**src/rtl/pipe_hazard_ctrl.sv**
```systemverilog
// Central hazard/sequencing controller for the 5-stage semiMIPS pipeline:
// branch/jump redirect, load-use bubbles, data-memory wait freeze, halt and event counters.
module pipe_hazard_ctrl #(
   parameter int MEM_TIMEOUT = 16,
   parameter int CWIDTH      = 32
) (
   input  logic              clk,
   input  logic              rst,
   input  logic              exmem_bbeq,
   input  logic              exmem_bbne,
   input  logic              exmem_bblez,
   input  logic              exmem_bbgtz,
   input  logic              exmem_jump,
   input  logic              exmem_zero,
   input  logic              exmem_negative,
   input  logic              exmem_memrd,
   input  logic              exmem_memwr,
   input  logic              dmem_ack,
   input  logic              idex_memrd,
   input  logic [4:0]        idex_rt,
   input  logic [4:0]        ifid_rs,
   input  logic [4:0]        ifid_rt,
   input  logic              memwb_fin,
   output logic [1:0]        pcsrc,
   output logic              pc_write,
   output logic              ifid_write,
   output logic              ifid_flush,
   output logic              idex_flush,
   output logic              exmem_flush,
   output logic              pipe_en,
   output logic              dmem_req,
   output logic              halted,
   output logic              mem_err,
   output logic [CWIDTH-1:0] stall_cnt,
   output logic [CWIDTH-1:0] flush_cnt
);

   localparam int WW = (MEM_TIMEOUT < 1) ? 1 : $clog2(MEM_TIMEOUT + 1);

   typedef enum logic [1:0] {RUN = 2'd0, MEMWAIT = 2'd1, HALT = 2'd2} state_t;

   state_t            state_q, state_d;
   logic [WW-1:0]     wait_q, wait_d;
   logic              mem_err_q, mem_err_d;
   logic [CWIDTH-1:0] stall_q, stall_d;
   logic [CWIDTH-1:0] flush_q, flush_d;

   logic taken, redirect, ldhaz, req, memwait, timeout;

   function automatic logic [CWIDTH-1:0] sat_inc(input logic [CWIDTH-1:0] v);
      return (&v) ? v : v + CWIDTH'(1);
   endfunction

   always_comb begin
      taken    = (exmem_bbeq  &  exmem_zero)
               | (exmem_bbne  & ~exmem_zero)
               | (exmem_bblez & (exmem_zero | exmem_negative))
               | (exmem_bbgtz & ~exmem_zero & ~exmem_negative);
      redirect = taken | exmem_jump;
      ldhaz    = idex_memrd & (idex_rt != 5'd0) &
                 ((idex_rt == ifid_rs) | (idex_rt == ifid_rt));
      req      = (exmem_memrd | exmem_memwr) & (state_q != HALT);
      memwait  = req & ~dmem_ack;
      // This cycle is the MEM_TIMEOUT-th consecutive unacknowledged one.
      timeout  = memwait & (wait_q >= WW'(MEM_TIMEOUT - 1));
   end

   always_ff @(posedge clk or posedge rst) begin
      if (rst) begin
         state_q   <= RUN;
         wait_q    <= '0;
         mem_err_q <= 1'b0;
         stall_q   <= '0;
         flush_q   <= '0;
      end else begin
         state_q   <= state_d;
         wait_q    <= wait_d;
         mem_err_q <= mem_err_d;
         stall_q   <= stall_d;
         flush_q   <= flush_d;
      end
   end

   always_comb begin
      state_d   = state_q;
      wait_d    = wait_q;
      mem_err_d = mem_err_q;
      case (state_q)
         HALT: begin
            state_d = HALT;
         end
         default: begin
            if (memwait) begin
               if (timeout) begin
                  state_d   = HALT;
                  wait_d    = '0;
                  mem_err_d = 1'b1;
               end else begin
                  state_d = MEMWAIT;
                  wait_d  = wait_q + WW'(1);
               end
            end else begin
               wait_d  = '0;
               state_d = memwb_fin ? HALT : RUN;
            end
         end
      endcase
   end

   always_comb begin
      stall_d = stall_q;
      flush_d = flush_q;
      if (state_q != HALT) begin
         if (memwait)
            stall_d = sat_inc(stall_q);
         else if (redirect)
            flush_d = sat_inc(flush_q);
         else if (ldhaz)
            stall_d = sat_inc(stall_q);
      end
   end

   always_comb begin
      pcsrc       = 2'b00;
      pc_write    = 1'b1;
      ifid_write  = 1'b1;
      ifid_flush  = 1'b0;
      idex_flush  = 1'b0;
      exmem_flush = 1'b0;
      pipe_en     = 1'b1;
      halted      = 1'b0;
      if (state_q == HALT) begin
         pc_write   = 1'b0;
         ifid_write = 1'b0;
         pipe_en    = 1'b0;
         halted     = 1'b1;
      end else if (memwait) begin
         pc_write   = 1'b0;
         ifid_write = 1'b0;
         pipe_en    = 1'b0;
      end else if (redirect) begin
         // Younger instructions are squashed, so a coincident load-use hazard is moot.
         pcsrc       = taken ? 2'b01 : 2'b10;
         ifid_flush  = 1'b1;
         idex_flush  = 1'b1;
         exmem_flush = 1'b1;
      end else if (ldhaz) begin
         pc_write   = 1'b0;
         ifid_write = 1'b0;
         idex_flush = 1'b1;
      end
   end

   assign dmem_req  = req;
   assign mem_err   = mem_err_q;
   assign stall_cnt = stall_q;
   assign flush_cnt = flush_q;

endmodule
```
**config.mk**
```make
export PLATFORM = sky130hd
export DESIGN_NAME = pipe_hazard_ctrl
export DESIGN_NICKNAME = d
export VERILOG_FILES = /design/src/rtl/pipe_hazard_ctrl.sv
export SDC_FILE = /design/constraint.sdc
export NUM_CORES = 1
export LEC_CHECK = 0
export BUFFER_PORTS_ARGS = -buffer_cell sky130_fd_sc_hd__buf_2
export CAP_MARGIN = 20
export CELL_PAD_IN_SITES_DETAIL_PLACEMENT = 1
export CELL_PAD_IN_SITES_GLOBAL_PLACEMENT = 1
export CORE_MARGIN = 2
export CORE_UTILIZATION = 43
export DETAILED_ROUTE_END_ITERATION = 12
export PLACE_DENSITY_LB_ADDON = 0.1
export SKIP_LAST_GASP = 1
export SLEW_MARGIN = 0
export SYNTH_ARGS = -nofsm -noshare
export SYNTH_HDL_FRONTEND = slang
export SYNTH_SLANG_ARGS = --single-unit
export TNS_END_PERCENT = 100
```
**constraint.sdc**
```tcl
create_clock -name clk -period 6.3 [get_ports clk]
set_input_delay 0 -clock clk [delete_from_list [all_inputs] [get_ports clk]]
set_output_delay 0 -clock clk [all_outputs]
set_load 0.02 [all_outputs]
```
==> summary.txt, run 1 <==
die area - 0.009559 mm2
Arr. time, crit path - 2880 ps
worst hold path class - in -> reg
number of flops mapped to enable cells by yosys - 0
synth top area cells - dfrtp_1, xor2_1, nor3_1
Tmin final - 2664 ps
Finished Cell Area - 0.004634 mm2
DRT iter0 DRCs - 100
placer congestion estimate - 0.7960
starting density of the core - 43.78%
CTS Buffer Depth - 2
Setup Buffers After CTS - 0
Clk pin slew, worst setup/hold paths - 90 ps
Syn. warnings - 0
layout cells sized above 1 - 28.28%
Worst setup SP type - flip-flop
Worst Tran Pin Value - 909.5 ps
relative slew slack - 39.37%
Routed WL per cell - 15.92 um
FFs w/ async S/R, synth - 100.0%
Cells after Synth - 375
Overall Global Routing Usage - 20.34%
worst-path fanout max - 15
CTS tree - built
Hold Vio Cnt, Final - 0
Die H - 97.77 um
top_reg_cell synth - dfrtp_1
P_leak - 2.486 nW
Tot Pwr - 0.8769 mW
PwrDens - 189.2 mW/mm2
Final nets - 516
antenna viol nets, final - 0
antenna violations before repair - 0
kind of critical path - reg -> reg
DIE WIDTH - 97.77 um
fin crit share - 42.28%
status - completed
Vias - 3215
row cnt - 34
Max IR drop VDD - 0.1480 mV
fillers - 1023
syn avg cell area - 10.08 um2
sequential area share after synthesis - 47.65%
Core Util, Final - 53.67%
crit-path cells - and4_1 > nand4_1 > nor4bb_4 > buf_4 > nand4b_1 > nor2_1 > xor2_1
worst hold slack - 147.3 ps
largest area contributor in the netlist - dfrtp_1
Synth top area share - 47.65%
Clock Latency Late Sink - 340 ps
routed vias/inst - 5.394
CORE AREA - 0.008636 mm2
dpl cell area - 0.004409 mm2
vias in the first global route - 3271
total grt overflow - 0
largest net degree at the start of global routing - 73
Final setup viols - 0
Yosys cell types - 49
residual DRC count - 0
crit-path max cell delay - 840 ps
drt pass-1 iters - 4
Clock Skews - 12.14 ps
HPWL after detailed placement - 6.976 mm
diode count - 0
cts repair resizes - 0
cell area after synthesis - 0.003781 mm2
H-tree levels - 3
FMAX - 375.4 MHz
P&R area growth vs syn - 22.57%
Worst path slowest cell - nor4bb_4
final WL - 9.486 mm
Final Max Tran Viols - 0
CTS root buf - clkbuf_8
most common cell in the netlist - dfrtp_1
CP Capture Type - flip-flop
top post-synthesis cells by count - dfrtp_1, xor2_1, nor3_1
first-pass GRT wire length - 15.93 mm
TritonCTS Buffers - 9
Seq cells post-synth - 72
area taken by multi-input logic gates - 0.001878 mm2
WP data required - 6520 ps
syn nets - 408
max_cap viols - 0
setup_tns - 0 ps
Port Buffer Count - 103
RSZ-0062 raised after global routing - no
Ports - 104
Clock Sinks - 72
Register Area - 0.001802 mm2
-- area by class of cell --
cell class	count	share of cell area, %
multi-input combinational	277	40.52
sequential	72	38.88
timing repair buffer	108	12.04
clock buffer	10	2.970
tap	108	2.916
clock inverter	6	1.458
inverter	15	1.215
-- sequential cells by signal, summed over array words and instances, names as in the netlist --
register and flops:
mem_err 1, wait_q 5, stall_cnt 32, flush_cnt 32
state_q 2
-- worst max-delay path: cells and delay by family (launching register included) --
kind | cells | cell delay, ps
buffers and inverters | 1 | 350
xor gates and xnor gates | 1 | 150
DFF | 1 | 440
and+or+nand+nor | 5 | 1600
-- where the power goes --
group	internal (mW)	switching, mW
logic	0.0139	0.0206
registers	0.463	0.00122
clock network	0.195	0.183
total	0.672	0.205
-- placed cells by master (no fill, tap or decap), drive strengths merged, types with 2 or more instances in the layout --
cell type	netlist	routed
buf	9	106
nor4	12	12
and4	7	7
nand3	24	24
and3	10	10
dfrtp	72	72
nor3	31	31
or3	3	3
nand4	16	16
o21bai	2	2
inv	15	16
nand2b	4	4
mux2	4	4
xnor2	13	13
nand2	26	26
dlygate4sd3	0	2
clkbuf	2	10
nand4b	2	2
and2	2	2
nor3b	3	3
nor2	29	29
o21ai	6	6
clkinvlp	0	2
or2	2	2
xor2	55	55
ha	4	4
clkinv	0	2
a21oi	2	2
-- routing by layer --
layer / share of wire [%] / global-route usage [%] / up-vias
met2: 48 / 33.21 / 73
met1: 46 / 27.62 / 1588
met5: 0 / 0 / -
met3: 4.5 / 3.651 / 10
li1: - / - / 1544
met4: 1.1 / 6.838 / 0
-- repair_timing --
item                       CTS  global route
setup endpoints to repair    0             0
hold endpoints to repair    70             0
hold buffers                 2             0
-- cells by family (layout without fill, tap and decap cells) --
group                    count (synthesis)  count (layout)  synth area share (%)
multiplexers                             5               5                 1.456
adder cells (fa/ha/maj)                  4               4                 1.324
buffers and inverters                   26             139                 3.077
XOR/XNOR                                68              68                 15.75
AO/OA/AOI/OAI                           23              23                 4.567
flip-flops                              72              72                 47.65
AND/OR/NAND/NOR                        177             177                 26.18
-- path summary, 6_finish.rpt --
| kind | slack [ps] | cells after the start | endpoint | from |
|---|---|---|---|---|
| min in group asynchronous | 500 | 4 | state_q[1]$_DFF_PP0_ | rst |
| setup / recovery | 3640 | 7 | stall_cnt[21]$_DFFE_PP0P_ | stall_cnt[7]$_DFFE_PP0P_ |
| max in group asynchronous | 5210 | 4 | stall_cnt[1]$_DFFE_PP0P_ | rst |
| hold / removal | 150 | 4 | mem_err$_DFFE_PP0P_ | dmem_ack |
| hold reg to reg | 480 | 1 | mem_err$_DFFE_PP0P_ | mem_err$_DFFE_PP0P_ |
| setup reg to reg | 3640 | 7 | stall_cnt[21]$_DFFE_PP0P_ | stall_cnt[7]$_DFFE_PP0P_ |
-- through the flow --
stage | cells | setup slack [ps]
after global placement | 578 | 3781
final | 596 | 3636
after floorplan | 375 | 4055
after CTS | 596 | 3648
after detailed placement | 578 | 3662
after global routing | 596 | 3399
Power figures use the tool's default switching activity.
==> inputs of run 2 (changes only) <==
- CORE_UTILIZATION: 43 -> 36
- clock period: 6.3 -> 2.45 ns (I/O delays scaled with it)
==> run 2 against run 1 <==
Compared with the run above:
- final cell count up 6.4%
- sequential share of layout area down 1.4 points
- clock skew up 2.5 ps
- hold slack worse by 17 ps
- maximum frequency up 21%
- first-iteration DRC count up 40%
- largest power group is now the clock network
- final area up 3.8%
- critical path depth down 1
- flip-flop and latch count unchanged
- count of clock-buffer cells in the layout up 2
- critical endpoint is now stall_cnt[11]$_DFFE_PP0P_
- highest routed layer unchanged
- sequential power rose to 2.6 times the previous value
==> summary.txt, run 2 (synthesized netlist as in run 1, its figures left out) <==
CTS Buffer Depth - 2 (unchanged)
P&R area growth vs syn - 27.20%
FMAX - 454.5 MHz (+21%)
TritonCTS Buffers - 9 (unchanged)
crit-path max cell delay - 520 ps (-320 ps)
Combinational Power Share - 3.6% (-0.3 points)
status - completed
Overall Global Routing Usage - 18.52% (-1.8 points)
CTS tree - built
Power Internal - 1.989 mW (+200%)
Die H - 106.5 um (+8.9%)
Flop pwr share - 47.5% (-5.4 points)
HPWL after detailed placement - 7.466 mm (+7.0%)
fin crit share - 89.81% (+48 points)
RSZ-0062 raised after global routing - no
Vias - 3255 (+1.2%)
layout cells sized above 1 - 29.92% (+1.6 points)
largest net degree at the start of global routing - 35 (-52%)
residual DRC count - 0 (unchanged)
grt met2 use - 28.53% (-4.7 points)
P_leak - 2.567 nW (+3.3%)
CORE AREA - 0.01028 mm2 (+19%)
Worst Tran Pin Value - 724.8 ps (-184.7 ps)
CTS root buf - clkbuf_8
WP data required - 2680 ps (-3840 ps)
setup_tns - 0 ps (unchanged)
Final WS setup - 249.6 ps (-3387 ps)
Clk pin slew, worst setup/hold paths - 80 ps (about the same)
Setup Buffers After CTS - 0 (unchanged)
clock power share - 48.9% (+5.7 points)
DRT iter0 DRCs - 140 (+40%)
drt pass-1 iters - 4 (unchanged)
placer congestion estimate - 0.7619 (-4.3%)
Final nets - 526 (+1.9%)
starting density of the core - 36.79% (-7.0 points)
Tmin final - 2200 ps (-463.4 ps)
die area - 0.01134 mm2 (+19%)
Worst setup SP type - flip-flop
Clock Latency Late Sink - 370 ps (+30 ps)
Max IR drop VDD - 0.3584 mV (+140%)
antenna violations before repair - 0 (unchanged)
Final Max Tran Viols - 0 (unchanged)
CP Capture Type - flip-flop
max_cap viols - 0 (unchanged)
worst hold path class - in -> reg
antenna viol nets, final - 0 (unchanged)
worst slack at placement - 267.5 ps (-3394 ps)
Net Sw Frac - 20.92% (-2.5 points)
GR Util met1 - 25.77% (-1.8 points)
PwrDens - 522.9 mW/mm2 (+180%)
diode count - 0 (unchanged)
Tot Pwr - 2.515 mW (+190%)
worst-path fanout max - 13 (-2)
Arr. time, crit path - 2430 ps (-450 ps)
Routed WL per cell - 15.75 um (-1.0%)
Ports - 104 (unchanged)
crit-path cells - and4_1 > nand4_1 > nor4bb_4 > buf_4 > nor3_1 > xor2_1
relative slew slack - 51.61% (+12 points)
row cnt - 37 (+8.8%)
Final setup viols - 0 (unchanged)
final WL - 9.987 mm (+5.3%)
vias in the first global route - 3252 (-0.58%)
kind of critical path - reg -> reg
GRT Max-Usage Layer - met2
Finished Cell Area - 0.004810 mm2 (+3.8%)
commonest non-fill, non-tap cell in the layout - buf_2
Worst path slowest cell - nor4bb_4
commonest cells after routing, fill and taps aside - buf_2, dfrtp_1, xor2_1, nor3_1, nor2_1
total grt overflow - 0 (unchanged)
M3 GR Usage - 4.844% (+1.2 points)
H-tree levels - 3 (unchanged)
routed vias/inst - 5.134 (-4.8%)
dpl cell area - 0.004519 mm2 (+2.5%)
Port Buffer Count - 103 (unchanged)
first-pass GRT wire length - 16.60 mm (+4.2%)
fillers - 1195 (+17%)
DIE WIDTH - 106.5 um (+8.9%)
Hold Vio Cnt, Final - 0 (unchanged)
sw power - 0.5261 mW (+160%)
Clock Skews - 14.67 ps (+2.536 ps)
Clock Sinks - 72 (unchanged)
-- run 2: power groups by stage --
stage	clock [mW]	sequential, mW	combinational [mW]
2_1_floorplan	0	1.22	0.0414
3_3_place_gp	0	1.22	0.0901
3_5_place_dp	0	1.22	0.0912
4_1_cts	1.26	1.19	0.0942
5_1_grt	1.31	1.19	0.103
6_report	1.23	1.19	0.0912
-- run 2: cell type report --
class / instances / area (um2) / share of cell area, %
multi-input cells: 277 / 1884 / 39.18
flip-flops and latches: 72 / 1802 / 37.46
repair buffers: 118 / 633.1 / 13.16
well taps: 136 / 170.2 / 3.538
clock buffers: 12 / 165.2 / 3.434
clock inverters: 4 / 98.84 / 2.055
inverters: 15 / 56.30 / 1.171
-- run 2: timing repair --
action	CTS	global route
setup endpoints to repair	0	1
hold buffers	2	0
hold endpoints to repair	33	0
resized for setup	0	1
-- run 2: per-layer routing --
metal	up-vias	share of wire, %
met1	1594	48
met2	90	45
met5	-	0
met3	7	6.4
li1	1564	-
met4	0	0.86
-- run 2: per-stage QoR --
stage / util [%] / instances / hold slack, ps
floorplan: - / 375 / 129.9
global placement: 43.97 / 616 / 167.6
detailed placement: 43.97 / 616 / 171.8
CTS: 46.74 / 634 / 127.9
global route: 46.80 / 634 / 158.2
finish: 46.80 / 634 / 130.1
-- run 2: final timing paths --
check | cells past startpoint | startpoint | slack, ps | endpoint
setup / recovery | 6 | stall_cnt[7]$_DFFE_PP0P_ | 250 | stall_cnt[11]$_DFFE_PP0P_
hold / removal | 4 | dmem_ack | 130 | mem_err$_DFFE_PP0P_
setup reg to reg | 6 | stall_cnt[7]$_DFFE_PP0P_ | 250 | stall_cnt[11]$_DFFE_PP0P_
hold reg to reg | 1 | mem_err$_DFFE_PP0P_ | 480 | mem_err$_DFFE_PP0P_
max in group asynchronous | 4 | rst | 1340 | state_q[1]$_DFF_PP0_
min in group asynchronous | 3 | rst | 290 | flush_cnt[1]$_DFFE_PP0P_
-- run 2: critical path, delay by kind of cell, from the launching register on --
kind          cells  cell delay (ps)
simple gates      4             1190
flops             1              430
buf+inv           1              290
xor+xnor          1              150
==> inputs of run 3 (changes only) <==
- CORE_UTILIZATION: 36 -> 43
- clock period: 2.45 -> 2.8 ns (I/O delays scaled with it)
==> run 3 against run 2 <==
Compared with the run above:
- maximum frequency decreased by 9.7%
- clock skew increased by 3.3 ps
- non-clock buffer count decreased by 5
- largest cell class unchanged
==> summary.txt, run 3 (synthesized netlist as in run 1, its figures left out) <==
Tmin final - 2438 ps (+237.5 ps)
Max IR drop VDD - 0.2417 mV (-33%)
Vias - 3243 (-0.37%)
Die H - 97.77 um (-8.2%)
starting density of the core - 43.78% (+7.0 points)
R2R Path End - flush_cnt[1]$_DFFE_PP0P_
layout cells sized above 1 - 28.40% (-1.5 points)
WP data required - 3040 ps (+360 ps)
total grt overflow - 0 (unchanged)
Final nets - 521 (-0.95%)
Routed WL per cell - 15.93 um (+1.1%)
placer congestion estimate - 0.8094 (+6.2%)
Arr. time, crit path - 2680 ps (+250 ps)
drt pass-1 iters - 4 (unchanged)
CTS tree - built
commonest non-fill, non-tap cell in the layout - buf_2
P&R area growth vs syn - 24.12%
die area - 0.009559 mm2 (-16%)
worst flop-to-flop path startpoint - flush_cnt[10]$_DFFE_PP0P_
PwrDens - 433.8 mW/mm2 (-17%)
worst-path fanout max - 16 (+3)
setup_tns - 0 ps (unchanged)
status - completed
CTS Buffer Depth - 2 (unchanged)
R2R Setup Slk - 360 ps (+110 ps)
DRT iter0 DRCs - 75 (-46%)
Clk pin slew, worst setup/hold paths - 80 ps (about the same)
r2r worst-path depth - 5 (-1)
largest net degree at the start of global routing - 73 (+110%)
Worst setup SP type - flip-flop
CORE AREA - 0.008636 mm2 (-16%)
Clock Latency Late Sink - 360 ps (about the same)
Setup Buffers After CTS - 0 (unchanged)
Clock Sinks - 72 (unchanged)
HPWL after detailed placement - 7.169 mm (-4.0%)
Final setup viols - 0 (unchanged)
Clock Skews - 17.98 ps (+3.301 ps)
Critical Path End - flush_cnt[1]$_DFFE_PP0P_
commonest cells after routing, fill and taps aside - buf_2, dfrtp_1, xor2_1, nor3_1, nor2_1
row cnt - 34 (-8.1%)
FMAX - 410.2 MHz (-9.7%)
CTS root buf - clkbuf_8
P_leak - 2.525 nW (-1.6%)
RSZ-0062 raised after global routing - no
relative slew slack - 52.49% (+0.88 points)
Final Max Tran Viols - 0 (unchanged)
kind of critical path - reg -> reg
TritonCTS Buffers - 9 (unchanged)
first-pass GRT wire length - 16.01 mm (-3.5%)
final WL - 9.572 mm (-4.2%)
Hold Vio Cnt, Final - 0 (unchanged)
fin crit share - 87.07% (-2.7 points)
diode count - 0 (unchanged)
routed vias/inst - 5.396 (+5.1%)
HP Start - dmem_ack
Overall Global Routing Usage - 20.50% (+2.0 points)
H-tree levels - 3 (unchanged)
max_cap viols - 0 (unchanged)
DIE WIDTH - 97.77 um (-8.2%)
Worst Tran Pin Value - 712.5 ps (-12.31 ps)
antenna viol nets, final - 0 (unchanged)
residual DRC count - 0 (unchanged)
worst hold path class - in -> reg
Layout Cells excl Fill - 601 (-5.2%)
CP startpoint - flush_cnt[10]$_DFFE_PP0P_
Ports - 104 (unchanged)
antenna violations before repair - 0 (unchanged)
Port Buffer Count - 103 (unchanged)
vias in the first global route - 3240 (-0.37%)
CP Capture Type - flip-flop
post-placement cell count - 583 (-5.4%)
-- run 3: cell count changes in the layout (fill, tap and decap cells not counted), sizes merged --
| cell | previous run | this run |
|---|---|---|
| buf | 116 | 111 |
| bufinv | 3 | 2 |
| clkbuf | 12 | 13 |
-- run 3: through the flow --
| step | util [%] | power, mW | hold WS, ps | worst slack, ps | cell area [um2] |
|---|---|---|---|---|---|
| after floorplan | - | 1.103 | 129.9 | 554.8 | 3781 |
| after global placement | 51.64 | 1.143 | 120.5 | 469.4 | 4459 |
| after detailed placement | 51.64 | 1.145 | 128.7 | 400.7 | 4459 |
| after CTS | 54.35 | 2.065 | 102.6 | 369.7 | 4693 |
| after global routing | 54.35 | 2.110 | 133.5 | 201.1 | 4693 |
| final | 54.35 | 2.036 | 115.3 | 362.1 | 4693 |
-- run 3: worst min-delay path by stage --
stage	endpoint	slack, ps	cells after the start
finish	mem_err$_DFFE_PP0P_	120	4
global route	mem_err$_DFFE_PP0P_	130	4
CTS	mem_err$_DFFE_PP0P_	100	4
detailed placement	flush_cnt[22]$_DFFE_PP0P_	130	3
global placement	stall_cnt[23]$_DFFE_PP0P_	120	3
floorplan	state_q[1]$_DFF_PP0_	130	2
-- run 3: metal layers --
layer	vias up	GRT usage [%]	share of wire [%]
met5	-	0	0
met4	0	6.197	1.1
met3	12	4.581	5.1
met2	84	33.74	49
met1	1592	27.35	45
li1	1555	-	-
-- run 3: cell type report --
class | count | area, um2
clock buffers | 13 | 148.9
clock inverters | 3 | 65.06
fillers | 1037 | 3943
inverters | 15 | 56.30
multi-input cells | 277 | 1878
flip-flops and latches | 72 | 1802
well taps | 108 | 135.1
repair buffers | 113 | 608.1
-- run 3: critical path, cell delays in order, from the launching register on --
cell     delay [ps]
dfrtp_1         430
and4_1          230
nand4_1         260
or3_1           410
o21ai_2         590
mux2_2          400
-- run 3: power breakdown --
group	total [mW]	internal, mW	leakage (nW)	switching, mW
Combinational	0.0812	0.0333	1.46	0.0478
Sequential	1.04	1.04	0.954	0.00285
Clock	0.911	0.526	0.108	0.384
Total	2.04	1.60	2.53	0.435
-- run 3: what timing repair did --
item	in CTS	in global routing
endpoints found under the hold margin	73	0
gates resized for setup	0	0
hold buffers	2	0
